--- src/rtl/mips_core_pkg.sv ---
// Shared core constants and the store-buffer entry layout.
// The store buffer and its forwarding matcher both import from here.
package mips_core_pkg;

    localparam int SB_DEPTH      = 4;
    localparam int SB_DEPTH_BITS = $clog2(SB_DEPTH);
    localparam int ADDR_WIDTH    = 26;
    localparam int DATA_WIDTH    = 32;

    typedef struct packed {
        logic                  valid;
        logic [ADDR_WIDTH-1:0] addr;
        logic [DATA_WIDTH-1:0] data;
        logic [3:0]            be;
    } sb_entry;

endpackage

--- src/rtl/sb_fwd_match.sv ---
// Combinational youngest-first address matcher over the store-buffer entries.
// A youngest full-word match forwards its data; a youngest partial match reports partial.
module sb_fwd_match
    import mips_core_pkg::*;
#(
    parameter  int DEPTH    = SB_DEPTH,
    localparam int PTR_BITS = $clog2(DEPTH)
) (
    input  sb_entry               entries [DEPTH],
    input  logic [PTR_BITS:0]     wr_ptr,
    input  logic [ADDR_WIDTH-1:0] ld_addr,
    output logic                  hit,
    output logic                  partial,
    output logic [DATA_WIDTH-1:0] data
);

    // Age 0 is the slot just behind wr_ptr, i.e. the youngest store.
    logic [PTR_BITS-1:0] age_idx [DEPTH];
    logic [DEPTH-1:0]    match;

    generate
        for (genvar gi = 0; gi < DEPTH; gi++) begin : g_age
            assign age_idx[gi] = wr_ptr[PTR_BITS-1:0] - PTR_BITS'(gi + 1);
            assign match[gi]   = entries[age_idx[gi]].valid &&
                                 (entries[age_idx[gi]].addr == ld_addr);
        end
    endgenerate

    // Scan oldest to youngest so the youngest match has the final say.
    always_comb begin
        hit     = 1'b0;
        partial = 1'b0;
        data    = '0;
        for (int i = DEPTH - 1; i >= 0; i--) begin
            if (match[i]) begin
                hit     = (entries[age_idx[i]].be == 4'b1111);
                partial = (entries[age_idx[i]].be != 4'b1111);
                data    = (entries[age_idx[i]].be == 4'b1111) ? entries[age_idx[i]].data : '0;
            end
        end
    end

endmodule

--- src/rtl/commit_store_buffer.sv ---
// Circular FIFO of committed stores draining in order to the D-cache,
// with store-to-load forwarding and a partial-overlap stall for the load path.
module commit_store_buffer #(
    parameter int SB_DEPTH   = mips_core_pkg::SB_DEPTH,
    parameter int ADDR_WIDTH = mips_core_pkg::ADDR_WIDTH,
    parameter int DATA_WIDTH = mips_core_pkg::DATA_WIDTH
) (
    input  logic                  clk,
    input  logic                  rst,
    input  logic                  commit_wr_en,
    input  logic [ADDR_WIDTH-1:0] commit_wr_addr,
    input  logic [DATA_WIDTH-1:0] commit_wr_data,
    input  logic [3:0]            commit_wr_be,
    output logic                  sb_full,
    output logic                  sb_empty,
    output logic                  dc_req_valid,
    output logic [ADDR_WIDTH-1:0] dc_req_addr,
    output logic [DATA_WIDTH-1:0] dc_req_data,
    output logic [3:0]            dc_req_be,
    input  logic                  dc_req_ready,
    input  logic                  ld_chk_valid,
    input  logic [ADDR_WIDTH-1:0] ld_chk_addr,
    output logic                  ld_fwd_hit,
    output logic [DATA_WIDTH-1:0] ld_fwd_data,
    output logic                  ld_fwd_stall
);

    import mips_core_pkg::sb_entry;

    localparam int PTR_BITS = $clog2(SB_DEPTH);

    sb_entry             entries_reg [SB_DEPTH];
    logic [PTR_BITS:0]   wr_ptr_reg;
    logic [PTR_BITS:0]   rd_ptr_reg;
    logic [PTR_BITS-1:0] wr_idx;
    logic [PTR_BITS-1:0] rd_idx;
    logic                do_enq;
    logic                do_deq;
    logic                match_hit;
    logic                match_partial;
    logic [DATA_WIDTH-1:0] match_data;

    assign wr_idx   = wr_ptr_reg[PTR_BITS-1:0];
    assign rd_idx   = rd_ptr_reg[PTR_BITS-1:0];
    assign sb_empty = (wr_ptr_reg == rd_ptr_reg);
    assign sb_full  = (wr_idx == rd_idx) && (wr_ptr_reg[PTR_BITS] != rd_ptr_reg[PTR_BITS]);

    // Full is judged on registered pointers, so a drain cannot make room in the same cycle.
    assign do_enq = commit_wr_en && !sb_full;
    assign do_deq = !sb_empty && dc_req_ready;

    always_ff @(posedge clk or posedge rst) begin
        if (rst) begin
            wr_ptr_reg <= '0;
            rd_ptr_reg <= '0;
            for (int i = 0; i < SB_DEPTH; i++) begin
                entries_reg[i] <= '0;
            end
        end else begin
            if (do_enq) begin
                entries_reg[wr_idx].valid <= 1'b1;
                entries_reg[wr_idx].addr  <= commit_wr_addr;
                entries_reg[wr_idx].data  <= commit_wr_data;
                entries_reg[wr_idx].be    <= commit_wr_be;
                wr_ptr_reg                <= wr_ptr_reg + 1'b1;
            end
            if (do_deq) begin
                entries_reg[rd_idx].valid <= 1'b0;
                rd_ptr_reg                <= rd_ptr_reg + 1'b1;
            end
        end
    end

    assign dc_req_valid = !sb_empty;
    assign dc_req_addr  = sb_empty ? '0 : entries_reg[rd_idx].addr;
    assign dc_req_data  = sb_empty ? '0 : entries_reg[rd_idx].data;
    assign dc_req_be    = sb_empty ? '0 : entries_reg[rd_idx].be;

    sb_fwd_match #(
        .DEPTH(SB_DEPTH)
    ) u_fwd_match (
        .entries (entries_reg),
        .wr_ptr  (wr_ptr_reg),
        .ld_addr (ld_chk_addr),
        .hit     (match_hit),
        .partial (match_partial),
        .data    (match_data)
    );

    assign ld_fwd_hit   = ld_chk_valid && match_hit;
    assign ld_fwd_stall = ld_chk_valid && match_partial;
    assign ld_fwd_data  = ld_chk_valid ? match_data : '0;

endmodule

--- config.mk ---
export PLATFORM = sky130hd
export DESIGN_NAME = commit_store_buffer
export DESIGN_NICKNAME = d
export VERILOG_FILES = /design/src/rtl/mips_core_pkg.sv /design/src/rtl/sb_fwd_match.sv /design/src/rtl/commit_store_buffer.sv
export SDC_FILE = /design/constraint.sdc
export NUM_CORES = 1
export LEC_CHECK = 0
export BUFFER_PORTS_ARGS = -buffer_cell sky130_fd_sc_hd__buf_2
export CAP_MARGIN = 20
export CELL_PAD_IN_SITES_DETAIL_PLACEMENT = 1
export CELL_PAD_IN_SITES_GLOBAL_PLACEMENT = 1
export CORE_UTILIZATION = 54
export DETAILED_ROUTE_END_ITERATION = 8
export GPL_TIMING_DRIVEN = 0
export HOLD_SLACK_MARGIN = 0.03
export PLACE_DENSITY = 0.85
export SYNTH_ARGS = -nofsm -noshare
export SYNTH_HDL_FRONTEND = slang
export SYNTH_SLANG_ARGS = --single-unit
--- constraint.sdc ---
create_clock -name clk -period 16.1 [get_ports clk]
set_clock_uncertainty 0.2 [all_clocks]
set_input_delay 0.805 -clock clk [delete_from_list [all_inputs] [get_ports clk]]
set_output_delay 0.805 -clock clk [all_outputs]
set_load 0.01 [all_outputs]
# Yosys cells after proc, flatten, opt, wreduce, memory -nomap -nowiden
# Index checks and enable logic that the tools add are counted.
# totals
out_inout_bits,99
inputBits,93
reg_bits,258
# classes
n_eq_ne,15
n_lt_le_gt_ge,7
add_sub_neg,5
n_mux,52
bitwise,5
n_reduce_logical,13
# op_table
cell,count
252-bit bitwise mux,5
63-bit binary-select mux with 2-bit select,5
63-bit demux with 2-bit select,5
63-bit 2-to-1 mux,10
252-bit 2-to-1 mux,2
32-bit 2-to-1 mux,10
62-bit 2-to-1 mux,3
26-bit equality test,4
36-bit 2-to-1 mux,1
26-bit 2-to-1 mux,1
"4-bit equality test, second input constant",4
"4-bit != test, second input constant",4
"3-bit >= comparator, second input constant",5
2-bit NOT with 3-bit output,5
1-bit logical AND,11
1-bit 2-to-1 mux,8
4-bit 2-to-1 mux,2
"3-bit by 1-bit adder with 3-bit output, second input constant",2
"3-bit by 1-bit less-than comparator with 1-bit output, second input constant",2
"2-bit subtractor, second input constant",2
3-bit equality test,1
2-bit equality test,1
1-bit logical NOT,2
"2-bit by 1-bit subtractor with 2-bit output, second input constant",1
1-bit != test,1

# Logic depth before layout (Yosys ltp)
# logic_depth
word_depth,12
mapped_depth,20

# By module
# A second synthesis with hierarchy kept.
# unflattened
cells_unflattened,1740
hier_area_um2,19600.0
# modules_own_cells
module,area_each_um2,cells_per_inst,instances
commit_store_buffer,11875.1,758,1
sb_fwd_match,7724.9,982,1

# Worst setup path after synthesis
# OpenSTA, ideal clock, no wires.
# synth_path
path_type,reg-to-output
from,register wr_ptr_reg[0]
to,output ld_fwd_stall
path_stages_with_launch,19
required_ns,15.095
path_buffers,8
arrival_time_ns,4.192
setup_slack_ns,10.903
path_cell_list,dfrtp_1 > buf_6 > buf_6 > inv_2 > buf_4 > clkbuf_1 > ha_1 > buf_6 > buf_6 > buf_8 > buf_2 > mux4_2 > xnor2_1 > nand4_1 > nor4_2 > nand4_2 > o21ai_1 > or4b_1 > a31oi_1
# synth_rtl
element,line,text
start: declaration,commit_store_buffer.sv:33,logic [PTR_BITS:0] wr_ptr_reg;
start signal: assignment,commit_store_buffer.sv:65,wr_ptr_reg <= wr_ptr_reg + 1'b1;
end: declaration,commit_store_buffer.sv:25,output logic ld_fwd_stall

==> metrics.md <==
| Metric | Value |
|---|---|
| Outcome | `completed` |
| Number of H-tree levels | `1` |
| Netlist cell types | `64` |
| Mapped cell area | `20730 sq um` |
| DRC violations left | `0` |
| CP Launch Type | `flip-flop` |
| Final setup violation count | `0` |
| Die Area | `just under 40000 sq um` |
| Top area cells in the synthesized netlist | `dfrtp_1, mux4_2, mux2_2, mux2i_1, xnor2_1` |
| DIE WIDTH | `198.0 um` |
| Worst slew pin tran | `1.005 ns` |
| CP top delay family | `buffers and inverters` |
| Placed wire-length estimate | `56500 um` |
| Worst relative slew slack | `33.02%` |
| Final Util | `61.90%` |
| Slowest stage delay, CP | `0.59 ns` |
| Setup_tns | `0 ns` |
| Syn Area/Cell | `12.92 sq um` |
| Resized cells post-CTS | `0` |
| CTS Root Cell | `clkbuf_16` |
| First-pass GRT wire length | `121300 um` |
| CP startpoint | `wr_ptr_reg[0]$_DFFE_PP0P_` |
| Async S/R FF share, synth | `100.0%` |
| Fraction of layout cells with a size suffix above 1 | `45.75%` |
| CP required | `15.09 ns` |
| Worst Hold Class | `input pin to async pin` |
| Final worst-path cycle share | `49.91%` |
| Final Hold Fails | `0` |
| WP depth | `20` |
| Max-slew violations | `0` |
| Tmin final | `8.035 ns` |
| Clk_lat worst skew | `approximately 0.60 ns` |
| Crit-path cells | `buf_6 > buf_6 > inv_2 > buf_4 > clkbuf_1 > ha_1 > buf_6 > buf_6 > buf_8 > buf_2 > mux2i_1 > a2bb2oi_1 > o2111ai_1 > nor4_2 > and4_1 > nand2_1 > clkbuf_1 > a32oi_1 > o221ai_1 > buf_2` |
| CP max-delay cell | `dfrtp_1` |
| Clock Path Buffers | `3` |
| Crit path top cell by count | `buf_6` |
| Initial Utilization | `54.92%` |
| Post-Synthesis Cells | `between 1500 and 2000` |
| Fill cells | `3773` |
| Row count | `71` |
| Antenna violations before repair | `3` |
| CTS tree | `yes` |
| Leading cell type in the layout, fill and taps excluded | `mux4_2` |
| I/O Pins | `~190` |
| Pwr per Cell Area | `287.0 nW/um^2` |
| Clock sinks | `about 260` |
| Post-CTS setup repair buffer count | `0` |
| Commonest non-fill, non-tap cells in the layout | `mux4_2, mux2_2, dfrtp_1` |
| Post-layout nets | `1914` |
| Max IR drop VDD | `0.1612 mV` |
| Largest net degree at the start of global routing | `115` |
| FF-to-FF path depth | `15` |
| CTS Hold Bufs | `0` |
| Leakage | `0.009112 uW` |
| GRT Total Usage | `42.05%` |
| DRC marker count from the first detailed-route iteration | `slightly below 2000` |
| 1st-pass router iterations | `5` |
| Area growth, synth to finish | `12.71%` |
| Worst setup path end | `ld_fwd_data[13]` |
| Register area share after synthesis | `roughly 31%` |
| Flop2flop setup slack | `approximately 11 ns` |
| Fmax | `between 100 and 150 MHz` |
| CTS buffer count | `30` |
| Total power | `6707 uW` |
| Core area | `37760 sq um` |
| Max-cap violations | `0` |
| Crit path arrival time | `7.03 ns` |
| GPL Wtd Cong | `1.033` |
| Crit Path Category | `flip-flop to output pin` |
| Vias | `17320` |
| FF-to-FF Start | `wr_ptr_reg[0]$_DFFE_PP0P_` |
| Final WL | `80040 um` |
| Ys Warns | `0` |
| Flip-flop and latch count after synthesis | `258` |
| Buffers & Inverters on Critical Path | `11` |
| Leading area contributor after synthesis | `dfrtp_1` |
| RSZ-0062 raised after global routing | `false` |
| Crit. End Element | `output pin` |
| Port bufs | `around 170` |
| WL/cell | `34.07 um` |
| Vias in the first global route | `18130` |
| Syn nets | `1706` |
| Top_reg_cell synth | `dfrtp_1` |
| Final ANT Viol Nets | `0` |
| Reg-to-Reg End | `wr_ptr_reg[1]$_DFFE_PP0P_` |
| CP Max Fanout | `11` |
| Post-synth top area share | `just over 30%` |
| DR vias/cell | `7.374` |
| Reg clk slew, reported paths | `0.06 ns` |
| EDFF count, synth | `0` |
| Die span in y | `approximately 200 um` |
| Grt ovf | `0` |
[per-layer routing]
metal	vias to the layer above	GRT usage [%]	routed length (um)
li1	6753	-	-
met1	9013	58.93	31010
met2	1319	64.57	37140
met3	234	9.249	8890
met4	2	15.27	2989
met5	-	0	10
[power by group]
part           internal, uW  leakage, uW  switching [uW]
sequential              985      0.00306             574
clock                   441     0.000522             300
combinational          2220      0.00553            2180
[per-stage QoR]
stage / cells / worst slack [ns] / cell area (sq um) / hold slack, ns
5_1_grt: 2348 / 8.072 / 23370 / 0.08047
2_1_floorplan: 1605 / 7.997 / 20730 / 0.2660
3_3_place_gp: 2290 / 5.296 / 22240 / 0.2803
6_report: 2349 / 8.065 / 23370 / 0.04140
4_1_cts: 2347 / 8.330 / 23360 / 0.05436
3_5_place_dp: 2292 / 8.974 / 22310 / 0.2921
[logic make-up (layout without fill, tap and decap cells)]
family                     count (synthesis)  in the layout  synth area share (%)
AOI/OAI and AO/OA                        151            151                 5.745
xor gates and xnor gates                  93             93                 3.929
adders and majority gates                  8              8                0.4828
buffers and inverters                    180            411                 4.381
DFF                                      258            258                 31.14
muxes                                    594            594                 46.32
other                                      0              2                     0
and+or+nand+nor                          321            321                 8.008
[worst min path at each step]
stage	startpoint	to	slack [ns]	depth (start not counted)
2_1_floorplan	rd_ptr_reg[2]$_DFFE_PP0P_	rd_ptr_reg[2]$_DFFE_PP0P_	0.27	1
3_3_place_gp	rd_ptr_reg[2]$_DFFE_PP0P_	rd_ptr_reg[2]$_DFFE_PP0P_	0.28	1
6_report	rst	async pin	0.04	2
5_1_grt	rst	async pin	0.08	2
3_5_place_dp	rd_ptr_reg[2]$_DFFE_PP0P_	rd_ptr_reg[2]$_DFFE_PP0P_	0.29	1
4_1_cts	rst	async pin	0.05	2
[worst register-to-register path: cells and delay by family, from the launching register on]
kind | cells | cell delay (ns)
buffers and inverters | 12 | 3.82
AOI/OAI and AO/OA | 1 | 0.11
and+or+nand+nor | 1 | 0.11
adders and majority gates | 1 | 0.43
DFF | 1 | 0.59
[layout make-up]
class / instances / area (sq um) / area share [%]
diodes: 2 / 5.005 / 0.02142
plain buffers: 159 / 829.5 / 3.550
clock buffers: 41 / 872.1 / 3.732
clock inverters: 14 / 186.4 / 0.7977
inverters: 21 / 86.33 / 0.3694
multi-input cells: 1167 / 13370 / 57.21
flip-flops and latches: 258 / 6456 / 27.63
well taps: 511 / 639.4 / 2.736
repair buffers: 176 / 925.9 / 3.962
[cell usage after synthesis (3+ instances only)]
cell type and instances:
nand2_1 92, buf_6 11, nor3_1 4, o211ai_1 3, o221ai_1 36, xor2_1 13
buf_4 18, buf_1 12, o21ai_0 15, mux2i_1 70, nor2b_1 33, nor2_1 48
xnor2_1 80, a21oi_1 9, a31oi_1 5, ha_1 8, o22ai_1 6, a32oi_1 33
nand3_1 39, dfrtp_1 258, buf_2 42, clkbuf_1 72, and2_1 65, or2_2 4
a211oi_1 5, mux4_2 264, inv_1 20, nand4_1 17, mux2_2 258, nor4_1 5
o2111ai_1 8, nand2b_1 4, o21a_1 3, a2bb2oi_1 4, a22oi_1 3
No activity file was read; power rests on OpenSTA's default activity.
